`src/rtl/rm_pkg.sv`:
```
// Shared constants, types and helpers for the binary rate multiplier.
package rm_pkg;

    localparam int WIDTH_MIN = 2;
    localparam int WIDTH_MAX = 16;

    typedef enum logic {
        RS_IDLE = 1'b0,
        RS_PEND = 1'b1
    } rate_state_t;

    function automatic logic [WIDTH_MAX-1:0] all_ones(input int w);
        logic [WIDTH_MAX-1:0] r;
        r = '0;
        for (int i = 0; i < WIDTH_MAX; i++) begin
            if (i < w) r[i] = 1'b1;
        end
        return r;
    endfunction

    // Weight i (toggles once per 2^(i+1) enables) is gated by rate bit w-1-i.
    function automatic int rate_bit(input int idx, input int w);
        return w - 1 - idx;
    endfunction

endpackage

```
`src/rtl/rate_multiplier_n_if.sv`:
```
// Rate-update handshake bundle between the rate source and the multiplier.
interface rate_multiplier_n_if #(
    parameter int WIDTH = 4
);

    logic [WIDTH-1:0] rate_in;
    logic             rate_vld;
    logic             mode;
    logic             rate_rdy;

    modport master (
        output rate_in,
        output rate_vld,
        output mode,
        input  rate_rdy
    );

    modport slave (
        input  rate_in,
        input  rate_vld,
        input  mode,
        output rate_rdy
    );

endinterface

```
`src/rtl/rm_weight_decode.sv`:
```
// One-hot weight decode of the pre-increment count: bit i marks the enable
// on which counter bit i rises. No bit is set at count = all-ones.
module rm_weight_decode #(
    parameter int WIDTH = 4
) (
    input  logic [WIDTH-1:0] count,
    output logic [WIDTH-1:0] weight
);

    logic ones_below;

    always_comb begin
        weight     = '0;
        ones_below = 1'b1;
        for (int i = 0; i < WIDTH; i++) begin
            weight[i]  = !count[i] && ones_below;
            ones_below = ones_below && count[i];
        end
    end

endmodule

```
`src/rtl/rate_multiplier_n.sv`:
```
// Binary rate multiplier: fires on rate_act of every 2^WIDTH enables, with a
// boundary-synchronised or immediate rate update and a per-period pulse tally.
//
// state   | meaning
// --------+-------------------------------------------------------------
// RS_IDLE | no update waiting; rate_rdy high
// RS_PEND | shadow holds a rate to apply at the next wrap or restart
module rate_multiplier_n
    import rm_pkg::*;
#(
    parameter int WIDTH = 4
) (
    input  logic                  CLK,
    input  logic                  Clear_n,
    input  logic                  en,
    input  logic                  restart,
    rate_multiplier_n_if.slave    rate_bus,
    output logic                  pulse_out,
    output logic                  tc_out,
    output logic [WIDTH-1:0]      count,
    output logic [WIDTH-1:0]      rate_act,
    output logic [WIDTH-1:0]      last_total
);

    localparam logic [WIDTH_MAX-1:0] ONES_FULL = all_ones(WIDTH);
    localparam logic [WIDTH-1:0]     CNT_MAX   = ONES_FULL[WIDTH-1:0];

    rate_state_t      state_q, state_d;
    logic [WIDTH-1:0] shadow_q, shadow_d;
    logic [WIDTH-1:0] rate_act_d;
    logic [WIDTH-1:0] acc_q;
    logic [WIDTH-1:0] weight;
    logic [WIDTH-1:0] rate_rev;
    logic             hit;
    logic             at_max;
    logic             wrap;
    logic             boundary;
    logic             accept;

    rm_weight_decode #(.WIDTH(WIDTH)) u_weight_decode (
        .count  (count),
        .weight (weight)
    );

    always_comb begin
        rate_rev = '0;
        for (int i = 0; i < WIDTH; i++) begin
            rate_rev[i] = rate_act[rate_bit(i, WIDTH)];
        end
    end

    assign hit      = en && (|(weight & rate_rev));
    assign at_max   = (count == CNT_MAX);
    assign wrap     = en && at_max && !restart;
    assign boundary = wrap || restart;

    assign rate_bus.rate_rdy = (state_q == RS_IDLE);
    assign accept            = rate_bus.rate_vld && rate_bus.rate_rdy;

    // An accept landing on a boundary skips the shadow and takes effect at once.
    always_comb begin
        state_d    = state_q;
        shadow_d   = shadow_q;
        rate_act_d = rate_act;
        unique case (state_q)
            RS_IDLE: begin
                if (accept) begin
                    if (rate_bus.mode || boundary) begin
                        rate_act_d = rate_bus.rate_in;
                    end else begin
                        shadow_d = rate_bus.rate_in;
                        state_d  = RS_PEND;
                    end
                end
            end
            RS_PEND: begin
                if (boundary) begin
                    rate_act_d = shadow_q;
                    state_d    = RS_IDLE;
                end
            end
        endcase
    end

    always_ff @(posedge CLK) begin
        if (!Clear_n) begin
            state_q    <= RS_IDLE;
            shadow_q   <= '0;
            rate_act   <= '0;
            count      <= '0;
            acc_q      <= '0;
            last_total <= '0;
            pulse_out  <= 1'b0;
            tc_out     <= 1'b0;
        end else begin
            state_q  <= state_d;
            shadow_q <= shadow_d;
            rate_act <= rate_act_d;
            if (restart) begin
                count     <= '0;
                acc_q     <= '0;
                pulse_out <= 1'b0;
                tc_out    <= 1'b0;
            end else begin
                if (en) count <= count + 1'b1;
                pulse_out <= hit;
                tc_out    <= en && at_max;
                if (wrap) begin
                    last_total <= acc_q + {{(WIDTH-1){1'b0}}, hit};
                    acc_q      <= '0;
                end else if (hit) begin
                    acc_q <= acc_q + 1'b1;
                end
            end
        end
    end

endmodule

```
`src/flat_wrapper.sv`:
```
// flat-port wrapper written by rule: the top's interface ports become plain ports
module rate_multiplier_n_flat import rm_pkg::*;
#(
    parameter int WIDTH = 4
)
  (CLK, Clear_n, en, restart, pulse_out, tc_out, count, rate_act, last_total, rate_bus_rate_in, rate_bus_rate_vld, rate_bus_mode, rate_bus_rate_rdy);
  rate_multiplier_n_if #(.WIDTH(WIDTH)) rate_bus_i ();
  input  logic CLK;
  input  logic Clear_n;
  input  logic en;
  input  logic restart;
  output logic pulse_out;
  output logic tc_out;
  output logic [WIDTH-1:0] count;
  output logic [WIDTH-1:0] rate_act;
  output logic [WIDTH-1:0] last_total;
  input wire logic [$bits(rate_bus_i.rate_in)-1:0] rate_bus_rate_in;
  input wire logic [$bits(rate_bus_i.rate_vld)-1:0] rate_bus_rate_vld;
  input wire logic [$bits(rate_bus_i.mode)-1:0] rate_bus_mode;
  output wire logic [$bits(rate_bus_i.rate_rdy)-1:0] rate_bus_rate_rdy;
  assign rate_bus_i.rate_in = rate_bus_rate_in;
  assign rate_bus_i.rate_vld = rate_bus_rate_vld;
  assign rate_bus_i.mode = rate_bus_mode;
  assign rate_bus_rate_rdy = rate_bus_i.rate_rdy;
  rate_multiplier_n #(.WIDTH(WIDTH)) u_core (.CLK(CLK), .Clear_n(Clear_n), .en(en), .restart(restart), .rate_bus(rate_bus_i), .pulse_out(pulse_out), .tc_out(tc_out), .count(count), .rate_act(rate_act), .last_total(last_total));
endmodule
```
`config.mk`:
```
export PLATFORM = sky130hd
export DESIGN_NAME = rate_multiplier_n_flat
export DESIGN_NICKNAME = d
export VERILOG_FILES = /design/src/rtl/rm_pkg.sv /design/src/rtl/rate_multiplier_n_if.sv /design/src/rtl/rm_weight_decode.sv /design/src/rtl/rate_multiplier_n.sv /design/src/flat_wrapper.sv
export SDC_FILE = /design/constraint.sdc
export NUM_CORES = 1
export LEC_CHECK = 0
export BUFFER_PORTS_ARGS = -buffer_cell sky130_fd_sc_hd__buf_2
export CAP_MARGIN = 30
export CORE_MARGIN = 2
export CORE_UTILIZATION = 55
export CTS_BUF_LIST = sky130_fd_sc_hd__clkbuf_8
export DETAILED_ROUTE_END_ITERATION = 8
export PLACE_DENSITY_LB_ADDON = 0.12
export RECOVER_POWER = 100
export SETUP_SLACK_MARGIN = 0.2
export SYNTH_ARGS = -nofsm -noshare
export SYNTH_HDL_FRONTEND = slang
export SYNTH_SLANG_ARGS = --single-unit
```
`constraint.sdc`:
```
create_clock -name CLK -period 4 [get_ports CLK]
set_input_delay 0.4 -clock CLK [delete_from_list [all_inputs] [get_ports CLK]]
set_output_delay 0.4 -clock CLK [all_outputs]
set_load 0.03 [all_outputs]
```
Yosys cells after proc, flatten, opt, wreduce, memory -nomap -nowiden
Cells that the tools add are included.

Register bits after elaboration: 23. Bits of input ports: 10. Output and inout port bits: 15. Logic and storage cells: 50.

Add/sub/neg operators: 3. Equal/unequal tests: 4. Mux-type cells: 8. Bitwise gates (word level): 5. Reduce and logical (&&, ||, !) cells: 22.

Operators with widths (count): $mux W4 (3); $logic_and A1 B1 Y1 (9); $add A4 B1 Y4 const B (2); $pmux W4 S2 (1); $ne A2 B2 Y1 const B (3); $reduce_and A3 Y1 (2); $logic_not A1 Y1 (5); $add A4 B1 Y4 (1); $and A4 B4 Y4 (1); $eq A4 B4 Y1 const B (1); $not A1 Y1 (4); $reduce_or A4 Y1 (1); $mux W1 (3); $reduce_or A3 Y1 (1); $logic_or A1 B1 Y1 (2); $pmux W1 S2 (1); $reduce_and A2 Y1 (1); $reduce_or A2 Y1 (1).

Depth between registers and ports, before layout
Gate-level depths: netlist of the first run.

Depth after elaboration: 8. Depth in mapped cells: 11. Mapped depth without buffers: 10.

Hierarchy
A second synthesis of the first run with hierarchy kept.

Cells, all modules: 121. Area, all modules: 1132.3 µm².

By module, submodules not included: rate_multiplier_n (instances 1, cells each 117, area each 1102.3 µm², sequential area each 460.4 µm²); rm_weight_decode (instances 1, cells each 4, area each 30.0 µm², sequential area each 0.0 µm²).

Worst setup path after synthesis of the first run
OpenSTA, ideal clock, no wires.

Kind: register -> register. Start point: register u_core.count[0]. End point: register u_core.last_total[2]. Library setup time: 0.116 ns. Arrival: 2.048 ns. Data required time: 3.884 ns. Slack: 1.836 ns. Stages on the path, launching flop included: 12. Path buffers: 1. Clock period less this slack: 2.164 ns. Cells stage by stage: dfxtp_1 ha_1 ha_1 nand3b_1 and4_1 clkbuf_1 nor2_1 ha_1 ha_1 xnor2_1 nand2_1 o211a_1.

Longest elaborated chain between the ends: 7. Elaborated cells on any way between the ends: 14. Those cells by class: add/sub: 1; eq/ne: 1; bitwise: 1; reduce/logical: 11.

Ends and longest elaborated chain: from (decl) (RTL line rate_multiplier_n.sv:20) `output logic [WIDTH-1:0] count,`; from (signal assigned) (RTL line rate_multiplier_n.sv:105) `if (en) count <= count + 1'b1;`; $logic_and A1 B1 Y1 (2 in series) (RTL line rm_weight_decode.sv:17) `ones_below = ones_below && count[i];`; $logic_and A1 B1 Y1 (RTL line rm_weight_decode.sv:16) `weight[i] = !count[i] && ones_below;`; $and A4 B4 Y4 (*) (RTL line rate_multiplier_n.sv:52) `assign hit = en && (|(weight & rate_rev));`; $reduce_or A4 Y1 (*) (RTL line rate_multiplier_n.sv:52); $logic_and A1 B1 Y1 (*) (RTL line rate_multiplier_n.sv:52); named net u_core.hit (RTL line rate_multiplier_n.sv:34) `logic hit;`; $add A4 B1 Y4 (*) (RTL line rate_multiplier_n.sv:109) `last_total <= acc_q + {{(WIDTH-1){1'b0}}, hit};`; to (signal assigned) (RTL line rate_multiplier_n.sv:109); to (decl) (RTL line rate_multiplier_n.sv:22) `output logic [WIDTH-1:0] last_total`.

Mark *: on every way through the listed nets, which the timed path passes. The rest lies on a longest branch. A chain may end at the register's enable or synchronous reset.

Worst setup path in the final report of the first run
Same ends and word-level chain as after synthesis.

==> results of run 1 <==
==> layout by cell type, fill, tap and decap left out, drive strengths merged <==
master,instances
nand3,2
xnor2,2
and4,2
or2,1
clkinv,1
a211oi,3
buf,9
xor2,2
and3,1
or3,2
mux2i,6
a21oi,5
nand2,5
o21ai,3
inv,4
nand3b,1
a2bb2oi,4
nor2b,7
clkbuf,18
ha,7
nand2b,3
nand4,3
o221a,4
nor2,11
nor3,2
dfxtp,23
or4,1
and2,1
o211a,2
==> per-stage QoR <==
step           area, sq um  std cells  power, mW  setup slack, ns
2_1_floorplan         1080        112      0.287             1.84
3_3_place_gp          1210        158      0.303             1.97
3_5_place_dp          1210        158      0.303             1.90
4_1_cts               1260        162      0.444             1.88
5_1_grt               1230        162      0.459             1.74
6_report              1230        162      0.435             1.87
==> critical path, delay by kind of cell (launching register included) <==
family | cells | cell delay, ns
and+or+nand+nor | 4 | 0.56
xor gates and xnor gates | 1 | 0.13
AOI/OAI and AO/OA | 1 | 0.15
adders and majority gates | 4 | 0.83
DFF | 1 | 0.37
==> worst paths after layout <==
check,start,endpoint
min reg2reg,u_core.last_total[3],u_core.last_total[3]
max reg2reg,u_core.count[0],u_core.last_total[2]
max,u_core.count[0],u_core.last_total[2]
min,rate_bus_rate_in[2],u_core.shadow_q[2]
==> power by group <==
part           internal, mW  switching, mW  total (mW)
sequential            0.236        0.00659       0.243
combinational        0.0199         0.0327      0.0526
clock                0.0693         0.0709       0.140
==> cell families after synthesis <==
family	share of synthesized area (%)
buffers and inverters	3.92
adder cells (fa/ha/maj)	8.07
AND/OR/NAND/NOR	21.3
AO/OA/AOI/OAI	15.5
XOR/XNOR	3.23
multiplexers	5.54
flip-flops	42.4
==> layer usage <==
layer	up-vias	GRT usage, %	part of all wire [%]
met5	-	0	0
met4	0	5.71	0.66
li1	445	-	-
met2	11	32.6	48
met1	406	25.1	49
met3	2	2.78	2.4
==> sequential cells by signal (all words and copies together), names as in the netlist <==
signal	cells
u_core.state_q	1
u_core.rate_act	4
u_core.tc_out	1
u_core.shadow_q	4
u_core.acc_q	4
u_core.last_total	4
u_core.count	4
u_core.pulse_out	1
==> final cells by class <==
class	instances	area [sq um]
fillers	163	674
clock buffers	3	41.3
repair buffers	24	101
well taps	27	33.8
multi-input cells	80	571
flip-flops and latches	23	460
clock inverters	1	5.00
inverters	4	15.0
==> summary by stage, run 1 <==
Final layout
At the end of the flow, the number of nets in the layout was 153. The area growth from synthesis to layout is 13.1%. 0 antenna diodes ended up in the layout. Measured on the finished design, the core utilization comes to 64.5%. In the final layout, the share of cells above drive strength 1 is 13.3%.

Timing
The transition time of the tightest slew-check pin is 0.538 ns. The sum of negative setup slack is 0 ns. Between clock sinks in the finished design, the worst skew comes to 0.00127 ns. The hold violation count in the final report is 0. The number of setup violations in the final report is 0. The tightest hold path in the finished design has a slack of 0.411 ns. The worst pin sits at a relative slew slack of 63.9%. Subtracting the final worst setup slack from the clock period gives 2.13 ns.

Setup repair after global routing left no endpoint under its margin. The number of max-slew violations in the final report is 0. Derived from the worst setup path, the maximum achievable clock frequency is 469 MHz. The worst path uses 53.3% of the clock period.

Clock network
TritonCTS built the clock tree. Counting the buffers created by CTS gives 3. The insertion delay of the later-clocked pin in the worst-skew pair is 0.26 ns. In this run, post-CTS hold repair placed 0 buffers. The post-CTS setup buffer count is 0. The buffer levels on the longest clock path is 2. Clock-pin slew was measured on the worst setup and hold paths at 0.08 ns. The number of gates resized after CTS was 0.

The level count of the clock H-tree is 1. Clock tree synthesis found a total of 23 sinks. The tree is rooted in a sky130_fd_sc_hd__clkbuf_8.

Setup path
The type of the worst setup path is reg2reg. The data required time at the worst endpoint is 4.16 ns. The cell with the largest stage delay on the worst path is sky130_fd_sc_hd__dfxtp_1. The capturing element type of the critical path is a register. The maximum single-stage delay on the critical path is 0.37 ns. Counting cells, the worst reg-to-reg path comes to 10. The critical path goes through ha_1, ha_1, nand3b_1, and4_1, nor2_1, ha_1, ha_1, xnor2_1, nand2_1, o211a_1.

STA classifies the critical path startpoint as a register. Data on the critical path arrives at its endpoint at 2.29 ns. The library cell appearing most often on the critical path is sky130_fd_sc_hd__ha_1.

The peak fanout along the critical path is 7. The worst register-to-register path has a setup slack of 1.87 ns.

Route
The number of antenna-violating nets in the routed design is 0. The number of remaining DRC errors is 0. In this run, the number of DRC markers left after iteration 0 of detailed routing was 14.

The per-cell via count in the routed design is 5.33. The routed layout has 864 vias. The total wire length after detailed routing is 1960 um. Dividing the detail-routed wire length by the instance count gives 12.1 um. The first detailed-routing pass ran for 4 iterations.

Global routing
For this run, the total global-route usage over all layers was measured as 19.1%. The first global-routing pass estimated 3620 um of wire. The global route total overflow is 0. The via count of the first global-routing pass came to 849. The largest net degree at the start of global routing is 15. The number of antenna violations at the first check in global routing is 0.

Floorplanning
In this run the vertical extent of the chip is 48.4 um. The floorplan die area is 2340 sq um. The standard cell core area is 1900 sq um.

25 I/O pins were placed. The die boundary width is 48.4 um. The effective utilization at floorplan is 57.0%.

The row count is 16.

Logic synthesis
Synthesis handed over a netlist of 112 instances. Yosys mapped a number of flops with a built-in enable equal to 0. Sequential cells were found to cover 42.4% of the synthesized design area. After synthesis, the netlist uses 33 different library cells. The post-synth net total is 129.

Sorting the synthesized cells by area gives the leading types as sky130_fd_sc_hd__dfxtp_1 (42%), sky130_fd_sc_hd__ha_1 (8.1%), sky130_fd_sc_hd__mux2i_1 (5.5%). Summed over all instances, the cell type with the most area after synthesis is sky130_fd_sc_hd__dfxtp_1. The synthesized cell area is 1080 sq um. Yosys printed 0 warnings. The synthesized flop and latch total is 23. The most frequent cell after synthesis is sky130_fd_sc_hd__dfxtp_1. The area share of the largest cell type after synthesis is 42.4%.

The most instantiated flip-flop cell in the synthesis netlist is sky130_fd_sc_hd__dfxtp_1. In the synthesized netlist the async set-or-reset flop fraction comes to 0%. In the synthesized netlist, the cells that appear most often are sky130_fd_sc_hd__dfxtp_1 (23), sky130_fd_sc_hd__nor2_1 (11), sky130_fd_sc_hd__ha_1 (7), sky130_fd_sc_hd__nor2b_1 (7), sky130_fd_sc_hd__mux2i_1 (6). A synthesized cell averages 9.69 sq um.

Outcome
The run finished with clean final reports.

Worst hold path
The type of the tightest min-delay check is in2reg. Along the worst hold path, the cell count comes to 3.

Power and ir drop
The static power due to leakage is 0.529 nW. Dividing total power by cell area gives a power density of 355 nW/um^2. The maximum vdd drop is 247 uV.

Run
The number of maximum-capacitance violations is 0.

Placement
The last weighted congestion value of the routability-driven placer is 0.784. The port buffer count is 24. Summed over all nets, the half-perimeter wirelength after detailed placement is 1440 um.
No activity file was read; power rests on OpenSTA's default activity.
==> run 2: changes to the inputs <==
--- a/config.mk
+++ b/config.mk
@@ -8,7 +8,7 @@
 export BUFFER_PORTS_ARGS = -buffer_cell sky130_fd_sc_hd__buf_2
 export CAP_MARGIN = 30
 export CORE_MARGIN = 2
-export CORE_UTILIZATION = 55
+export CORE_UTILIZATION = 49
 export CTS_BUF_LIST = sky130_fd_sc_hd__clkbuf_8
 export DETAILED_ROUTE_END_ITERATION = 8
 export PLACE_DENSITY_LB_ADDON = 0.12
==> constraint.sdc (replaced) <==
create_clock -name CLK -period 1.89 [get_ports CLK]
set_input_delay 0.189 -clock CLK [delete_from_list [all_inputs] [get_ports CLK]]
set_output_delay 0.189 -clock CLK [all_outputs]
set_load 0.03 [all_outputs]
==> summary by stage, run 2 (synthesis gave the netlist of run 1 again) <==
Clock network
The register clock-pin slew on the reported worst setup and hold paths is 0.08 ns (about the same). The clock tree from TritonCTS is done (unchanged). The level count of the clock H-tree is 1 (unchanged).

The insertion delay of the later-clocked pin in the worst-skew pair is 0.26 ns (about the same). The number of buffers added to fix hold violations after cts was 0 (unchanged). The TritonCTS buffer count came to 3 (unchanged). The count of clock tree sinks is 23 (unchanged). The buffer levels on the longest clock path was 2 (unchanged). The cell at the root of the clock tree is sky130_fd_sc_hd__clkbuf_8 (unchanged).

Global routing
The total global-route track usage is 19.1% (about the same). The global route total overflow is 0 (unchanged). The global-route wire length before repair is 3740 um (was 3620 um). The number of antenna violations at the first check in global routing is 0 (unchanged).

The largest net degree at the start of global routing is 15 (unchanged). The via count of the first global-routing pass is 827 (was 849).

Route
The per-cell via count in the routed design came to 5.31 (was 5.33). The total wire length after detailed routing came to 2320 um (was 1960 um). The number of optimization iterations in the first detailed-route pass came to 4 (unchanged). The violation count after the first detailed-routing iteration is 14 (unchanged). The number of antenna-violating nets in the routed design is 0 (unchanged).

The number of remaining DRC errors is 0 (unchanged). The average wire per standard cell is 13.4 um (was 12.1 um). The total via count in the routed design is 918 (was 864).

Floorplanning
The standard cell core area was 2150 sq um (was 1900 sq um). The vertical die dimension is 51.1 um (was 48.4 um). The effective utilization at floorplan was 50.5% (was 57.0%).

The die boundary width is 51.1 um (was 48.4 um). The row count was 17 (was 16). The floorplan die area came to 2610 sq um (was 2340 sq um). The boundary pin count is 25 (unchanged).

Timing
The number of max-slew violations in the final report is 0 (unchanged). Unrepaired setup endpoints after global routing: yes (was no). The sum of negative setup slack came to 0 ns (unchanged). The transition time of the tightest slew-check pin came to 0.392 ns (was 0.538 ns). The maximum frequency from static timing analysis is 553 MHz (was 469 MHz). The worst max-slew margin expressed relative to the limit was 74.0% (was 63.9%). The time the worst path needs with I/O delays and setup came to 1.81 ns (was 2.13 ns).

The post-route clock period utilization is 95.7% (was 53.3%). The number of setup violations in the final report is 0 (unchanged). The hold violation count in the final report came to 0 (unchanged). The clock tree skew after final layout is 0.00178 ns (was 0.00127 ns).

The slack of the critical path is 0.0814 ns (was 1.87 ns).

Setup path
The library cell appearing most often on the critical path is sky130_fd_sc_hd__ha_4 (was sky130_fd_sc_hd__ha_1). The type of the worst setup path is reg2reg (unchanged). The startpoint class of the critical path is a register (unchanged). The capturing element type of the critical path was a register (unchanged). The number of buffer and inverter instances along the worst setup path is 0 (unchanged).

The data arrival time of the worst path is 1.97 ns (was 2.29 ns). The kind of cell with the highest combined delay on the critical path is adder cells (unchanged). The data required time at the worst endpoint is 2.05 ns (was 4.16 ns). Cell Chain, Critical Path: ha_4, ha_4, nand3b_1, and4_1, nor2_1, ha_2, ha_4, xnor2_2, nand2_1, o211a_1 (was ha_1, ha_1, nand3b_1, and4_1, nor2_1, ha_1, ha_1, xnor2_1, nand2_1, o211a_1).

The peak fanout along the critical path is 4 (was 7). The maximum single-stage delay on the critical path is 0.37 ns (about the same). The cell with the largest stage delay on the worst path is sky130_fd_sc_hd__dfxtp_4 (was sky130_fd_sc_hd__dfxtp_1).

Run
The number of maximum-capacitance violations is 0 (unchanged).

Power and ir drop
The total power draw is 938 uW (was 435 uW). The static power due to leakage is 0.577 nW (was 0.529 nW). The maximum vdd drop was 555 uV (was 247 uV). The total power divided by cell area was 676 nW/um^2 (was 355 nW/um^2).

Final layout
The share of cells above drive strength 1 came to 29.0% (was 13.3%). Most used cells in the layout excluding fill and tap cells: sky130_fd_sc_hd__dfxtp_1 (20), sky130_fd_sc_hd__clkbuf_1 (14), sky130_fd_sc_hd__nor2_1 (11), sky130_fd_sc_hd__buf_2 (11), sky130_fd_sc_hd__buf_4 (8) (was sky130_fd_sc_hd__dfxtp_1 (23), sky130_fd_sc_hd__clkbuf_1 (15), sky130_fd_sc_hd__nor2_1 (11)). The net count of the finished layout is 163 (was 153).

The leading cell type in the layout, fill and taps excluded is sky130_fd_sc_hd__dfxtp_1 (unchanged). The antenna diode count is 0 (unchanged). The area growth from synthesis to layout is 27.9% (was 13.1%). The filler cell count in the final layout came to 204 (was 163).

Placement
The last weighted congestion value of the routability-driven placer is 0.721 (was 0.784). The setup slack at placement came to 0.0997 ns (was 1.90 ns). The port buffer count is 24 (unchanged). The detailed-placement wirelength estimate was 1650 um (was 1440 um).

Worst hold path
The type of the tightest min-delay check is in2reg (unchanged).

Outcome
Outcome: finished clean (unchanged).
-- run 2: cell count changes in the layout (fill, tap and decap cells not counted), moves of 2 or more --
cell                      change
sky130_fd_sc_hd__a21oi_1      -2
sky130_fd_sc_hd__buf_4        +8
sky130_fd_sc_hd__ha_1         -5
sky130_fd_sc_hd__buf_2        +2
sky130_fd_sc_hd__a21oi_2      +2
sky130_fd_sc_hd__dfxtp_4      +2
sky130_fd_sc_hd__ha_4         +4
sky130_fd_sc_hd__dfxtp_1      -3
-- run 2: report_power, final --
part / total, mW / internal [mW] / leakage, nW / switching [mW]
sequential: 0.513 / 0.498 / 0.189 / 0.0145
combinational: 0.131 / 0.0536 / 0.361 / 0.0773
clock: 0.295 / 0.145 / 0.0269 / 0.150
-- run 2: stage by stage --
stage               instances  util, %  cell area, sq um  hold WS [ns]
CTS                       172     64.8              1390         0.197
global route              173     64.6              1390         0.218
floorplan                 112        -              1120         0.317
detailed placement        162     59.2              1270         0.468
global placement          162     59.2              1270         0.457
finish                    173     64.6              1390         0.204
-- run 2: what timing repair did --
item / 4_1_cts / 5_1_grt
endpoints found under the setup margin: 3 / 7
setup buffers: 6 / 1
gates resized for setup: 5 / 4
pin swaps: 0 / 8
-- run 2: final timing paths --
check                                     startpoint                   end  slack, ns  cells past startpoint
worst min-delay path             rate_bus_rate_in[0]    u_core.shadow_q[0]       0.20                      3
worst max-delay path                 u_core.count[0]  u_core.last_total[2]       0.08                     10
worst min register to register  u_core.last_total[3]  u_core.last_total[3]       0.50                      1
worst max register to register       u_core.count[0]  u_core.last_total[2]       0.08                     10
-- run 2: worst min-delay path, delay by kind of cell --
kind | cells | cell delay, ns
buffers and inverters | 1 | 0.09
muxes | 1 | 0.06
and+or+nand+nor | 1 | 0.10
-- run 2: area by class of cell --
class,instances,area [sq um],area share (%)
Multi-Input combinational cell,80,648,46.7
Sequential cell,23,469,33.8
Timing Repair Buffer,34,175,12.6
Clock buffer,3,41.3,2.98
Tap cell,28,35.0,2.52
Inverter,4,15.0,1.08
Clock inverter,1,3.75,0.271
-- run 2: metal layers --
layer	share of wire [%]	GRT usage [%]	up-vias
li1	-	-	469
met2	47	31.6	20
met5	0	0	-
met3	4.0	2.92	5
met1	47	24.7	424
met4	1.3	8.11	0
